## config.mk

```make
export PLATFORM = sky130hd
export DESIGN_NAME = mac_dot_ctrl
export DESIGN_NICKNAME = d
export VERILOG_FILES = /design/src/rtl/mac_dot_ctrl.sv
export SDC_FILE = /design/constraint.sdc
export NUM_CORES = 1
export LEC_CHECK = 0
export CAP_MARGIN = 25
export CORE_MARGIN = 2
export CORE_UTILIZATION = 38
export CTS_CLUSTER_SIZE = 20
export DETAILED_ROUTE_END_ITERATION = 7
export HOLD_SLACK_MARGIN = 0.05
export PLACE_DENSITY = 0.8
export SYNTH_ARGS = -nofsm -noshare
export SYNTH_HDL_FRONTEND = slang
export SYNTH_SLANG_ARGS = --single-unit
```

## constraint.sdc

```tcl
create_clock -name clk -period 1.9 [get_ports clk]
set_input_delay 0.285 -clock clk [delete_from_list [all_inputs] [get_ports clk]]
set_output_delay 0.285 -clock clk [all_outputs]
set_load 0.02 [all_outputs]
```

## src/rtl/mac_dot_ctrl.sv

```systemverilog
// Dot-product sequencer: streams operand pairs from a 1-cycle-latency buffer into an external MAC.
// Optional build macro MAC_DOT_RELU_EN: clamps negative results to zero on capture.
module mac_dot_ctrl #(
  parameter int unsigned ADDR_W = 4
) (
  input  logic              clk,
  input  logic              rst,
  input  logic              start,
  input  logic [ADDR_W:0]   len,
  output logic              busy,
  output logic              done,
  output logic [31:0]       result,
  output logic              rd_en,
  output logic [ADDR_W-1:0] rd_addr,
  input  logic [7:0]        rd_a,
  input  logic [7:0]        rd_b,
  output logic              mac_clear,
  output logic              mac_en,
  output logic [7:0]        mac_a,
  output logic [7:0]        mac_b,
  input  logic [31:0]       mac_acc
);

  localparam logic [ADDR_W:0] MaxLen = {1'b1, {ADDR_W{1'b0}}};
  localparam logic [ADDR_W:0] CntOne = {{ADDR_W{1'b0}}, 1'b1};

  typedef enum logic [2:0] {
    StIdle,
    StClear,
    StRun,
    StDrain,
    StFin
  } state_e;

  state_e            state_q, state_d;
  logic [ADDR_W:0]   len_q, len_d;
  logic [ADDR_W:0]   cnt_q, cnt_d;
  logic              rd_valid_q, rd_valid_d;
  logic              done_q, done_d;
  logic [31:0]       result_q, result_d;
  logic [ADDR_W:0]   len_clamped;
  logic [31:0]       fin_value;

  assign len_clamped = (len > MaxLen) ? MaxLen : len;

`ifdef MAC_DOT_RELU_EN
  assign fin_value = mac_acc[31] ? 32'd0 : mac_acc;
`else
  assign fin_value = mac_acc;
`endif

  // State and datapath registers
  always_ff @(posedge clk) begin
    if (rst) begin
      state_q    <= StIdle;
      len_q      <= '0;
      cnt_q      <= '0;
      rd_valid_q <= 1'b0;
      done_q     <= 1'b0;
      result_q   <= '0;
    end else begin
      state_q    <= state_d;
      len_q      <= len_d;
      cnt_q      <= cnt_d;
      rd_valid_q <= rd_valid_d;
      done_q     <= done_d;
      result_q   <= result_d;
    end
  end

  // Next-state logic
  always_comb begin
    state_d = state_q;
    len_d   = len_q;
    cnt_d   = cnt_q;
    unique case (state_q)
      StIdle: begin
        if (start) begin
          state_d = StClear;
          len_d   = len_clamped;
          cnt_d   = '0;
        end
      end
      StClear: begin
        cnt_d = CntOne;
        if (len_q == '0) begin
          state_d = StFin;
        end else if (len_q == CntOne) begin
          state_d = StDrain;
        end else begin
          state_d = StRun;
        end
      end
      StRun: begin
        cnt_d = cnt_q + CntOne;
        // Address cnt_q is the last one when cnt_q == L-1
        if ((cnt_q + CntOne) == len_q) begin
          state_d = StDrain;
        end
      end
      StDrain: state_d = StFin;
      StFin:   state_d = StIdle;
      default: state_d = StIdle;
    endcase
  end

  // Output logic
  always_comb begin
    busy       = 1'b0;
    mac_clear  = 1'b0;
    rd_en      = 1'b0;
    rd_addr    = '0;
    done_d     = 1'b0;
    result_d   = result_q;
    unique case (state_q)
      StIdle: ;
      StClear: begin
        busy      = 1'b1;
        mac_clear = 1'b1;
        rd_en     = (len_q != '0);
      end
      StRun: begin
        busy    = 1'b1;
        rd_en   = 1'b1;
        rd_addr = cnt_q[ADDR_W-1:0];
      end
      StDrain: busy = 1'b1;
      StFin: begin
        busy     = 1'b1;
        done_d   = 1'b1;
        result_d = fin_value;
      end
      default: ;
    endcase
    rd_valid_d = rd_en;
  end

  assign done   = done_q;
  assign result = result_q;
  assign mac_en = rd_valid_q;
  assign mac_a  = rd_a;
  assign mac_b  = rd_b;

`ifndef SYNTHESIS
  // The MAC must never see clear and enable together
  assert property (@(posedge clk) disable iff (rst) !(mac_en && mac_clear));
  assert property (@(posedge clk) disable iff (rst) !(done && busy));
`endif

endmodule
```

==> metrics.txt <==
DR WL/cell=~12 um; Worst R2R Start=cnt_q[0]; first-pass GRT wire length=7.96 mm; worst-margin pin slew=0.556 ns; HP Start=result[18]; core area=approximately 5000 sq um; DP HPWL=around 3.5 mm; period utilisation layout=93.9%; Final Slew Violations=0; ys flop type=dfxtp_1; unique cell type count in the Yosys netlist=30; Slew HR=62.6%; die area=5890 sq um; Iter 0 DRT Violations=slightly above 60; area share of the largest cell type after synthesis=46.8%; RSZ-0062 raised after global routing=no; Fin Setup TNS=0 ns; TritonCTS clock tree=done; Sequential Power Share=48.1%; Clk pwr share=33.7%; hold path endpoint=result[18]; First-pass DRT Iterations=4; Die Y=about 77 um; Adder-Cell Fraction of Synth Area=0.623%; syn nets=307; multiplexer area fraction after synthesis=0.498%; routed wire length=4.70 mm; Root Driver=clkbuf_8; number of flops mapped to enable cells by yosys=0; Min Clock Period, post-route=roughly 1.8 ns; Reg clk slew, reported paths=0.08 ns; Final nets=375; Worst Path Max Fanout=2; crit path DAT=1.50 ns; final setup vio count=0; CP Capture Type=output port; Synth area leader=dfxtp_1; status=completed; grt ovf=0; switching share of total power=24.0%; VDD IR max=0.409 mV; Antenna Nets Post-Route=0; port bufs=80; fmax=561 MHz; FF-to-FF path depth=5; top cells by area, synth=dfxtp_1 47%, nand2_1 14%, a21oi_1 10%, buf_4 6.4%, nand3b_1 2.6%; XOR/XNOR Fraction of Synth Area=3.92%; Worst EP required=1.62 ns; area of the multi-input gates=886 sq um; Seq/Total Area, Yosys=46.8%; Seq cells post-synth=47; largest net degree at the start of global routing=47; Worst-Skew Late Latency=0.29 ns; Power Internal=1.66 mW; vias in the first global route=1804; Reg area=941 sq um; num ports=113; Post-Synthesis Cells=250; Logic pwr share=18.2%; total power=2.19 mW; HP Class=flop to flop; die width=~77 um; Worst R2R End=state_q[0]; largest family of logic cells by synthesized area=simple AND/OR/NAND/NOR gates; mapped cell area=~2000 sq um; total CTS buffers=5; via count=~1800; ys async rst share=0%; initial antenna violation count=0; Routability Congestion=0.800; Cells on Worst Hold Path=2; complex-gate fraction of the synthesized area=13.6%; max_cap viols=0; Max H-tree Level=2; DRC violations left=0; Simple-Gate Fraction of Synth Area=25.0%; crit path kind=flop to output port; synth warn=0; Fill cells=477; Max Buffers Root-to-Sink=2; Critical Path Source Type=flop; skew final=0.00807 ns; Vias/cell=between 4 and 5; Avg Inst Size Synth=8.04 sq um; total clock sinks=47; row count=26; final hold violations=0; switching power=0.525 mW; starting density of the core=roughly two fifths; pwr dens=between 700 and 800 nW/um^2; hold buffer count at CTS=0; leakage power=roughly 1.1 nW; Worst R2R Setup Slack=0.30 ns; n_diodes=0; synth-to-layout area growth=46.3%; fraction of layout cells with a size suffix above 1=8.15%; All-Layer GR Usage=16.6%
kinds of logic (layout without fill, tap and decap cells):
logic type	after synthesis	count (layout)
adder cells (fa/ha/maj)	1	1
buffers and inverters	32	101
AO/OA/AOI/OAI	51	51
multiplexers	1	1
flip-flops	47	47
XOR/XNOR	9	9
AND/OR/NAND/NOR	109	109
critical path, stage by stage, from the launching register on:
cell and delay [ns]:
dfxtp_1 0.31, or4_1 0.55, o21ai_1 0.14, nand2_1 0.06
buf_2 0.15
power by group through the flow:
stage,registers (mW),clock network [mW],logic [mW]
6_report,1.05,0.736,0.399
5_1_grt,1.06,0.798,0.434
4_1_cts,1.05,0.762,0.404
3_5_place_dp,1.07,0,0.409
3_3_place_gp,1.07,0,0.404
2_1_floorplan,1.10,0,0.217
timing repair:
action,CTS,global route
buffers inserted,0,0
hold endpoints to repair,0,0
setup endpoints to repair,7,0
resized for setup,13,0
stage by stage:
stage          worst slack [ns]  std cells  hold WS, ns  utilization, %  cell area [sq um]
2_1_floorplan            0.0815        250        0.421               -               2010
3_3_place_gp             0.0236        381        0.441            55.3               2830
3_5_place_dp            0.00409        381        0.446            55.3               2830
4_1_cts                  0.0939        389        0.457            57.5               2940
5_1_grt                 0.00245        389        0.476            57.5               2940
6_report                  0.116        389        0.454            57.5               2940
placed cells by master (no fill, tap or decap):
| cell | instances |
|---|---|
| a21oi_1 | 41 |
| a22oi_1 | 1 |
| and2_1 | 7 |
| and3_1 | 2 |
| buf_12 | 2 |
| buf_2 | 1 |
| buf_4 | 10 |
| bufinv_16 | 1 |
| clkbuf_8 | 6 |
| clkdlybuf4s50_1 | 73 |
| clkinv_2 | 1 |
| dfxtp_1 | 47 |
| dlygate4sd2_1 | 6 |
| ha_1 | 1 |
| inv_1 | 1 |
| mux2i_1 | 1 |
| nand2_1 | 74 |
| nand3_1 | 2 |
| nand3b_1 | 7 |
| nor2_1 | 7 |
| nor2_2 | 1 |
| nor3_1 | 2 |
| nor3b_2 | 2 |
| nor4b_2 | 1 |
| o21ai_0 | 3 |
| o21ai_1 | 1 |
| o21ba_1 | 1 |
| o22ai_1 | 1 |
| o31a_1 | 1 |
| o31ai_1 | 1 |
| o41ai_1 | 1 |
| or3_1 | 2 |
| or3b_4 | 1 |
| or4_1 | 1 |
| xnor2_1 | 6 |
| xor2_1 | 3 |
worst max-delay path by stage:
stage | start | to | slack, ns | depth (start not counted)
floorplan | state_q[0] | rd_en | 0.08 | 4
global placement | len_q[1] | rd_en | 0.02 | 4
detailed placement | len_q[1] | rd_en | 0.004 | 4
CTS | len_q[1] | rd_en | 0.09 | 4
global route | state_q[1] | rd_addr[3] | 0.002 | 4
finish | len_q[1] | rd_en | 0.12 | 4
sequential cells by signal, summed over array words and instances, names as in the netlist:
name,flops
cnt_q,5
done,1
len_q,5
mac_en,1
result,32
state_q,3
area by class of cell:
cell class	instances	area share, %
sequential	47	32.0
timing repair buffer	92	30.7
multi-input combinational	171	30.1
tap	70	2.98
clock buffer	6	2.81
clock inverter	2	1.19
inverter	1	0.128
metal layers:
layer  routed length, um  global-route usage [%]
met2                2410                    29.9
met4                  50                    5.45
met3                 353                    5.88
met5                   0                       0
met1                1890                    18.0
synthesized netlist by cell type (2+ instances only):
master and instances:
clkbuf_1 9, or3_1 2, nand3_1 2, o21ai_0 4
xor2_1 3, nor2_1 8, and3_1 2, nand2_1 74
nand3b_1 7, buf_4 17, buf_2 5, xnor2_1 6
a21oi_1 41, nor3_1 2, dfxtp_1 47, and2_1 7
Power figures use the tool's default switching activity.
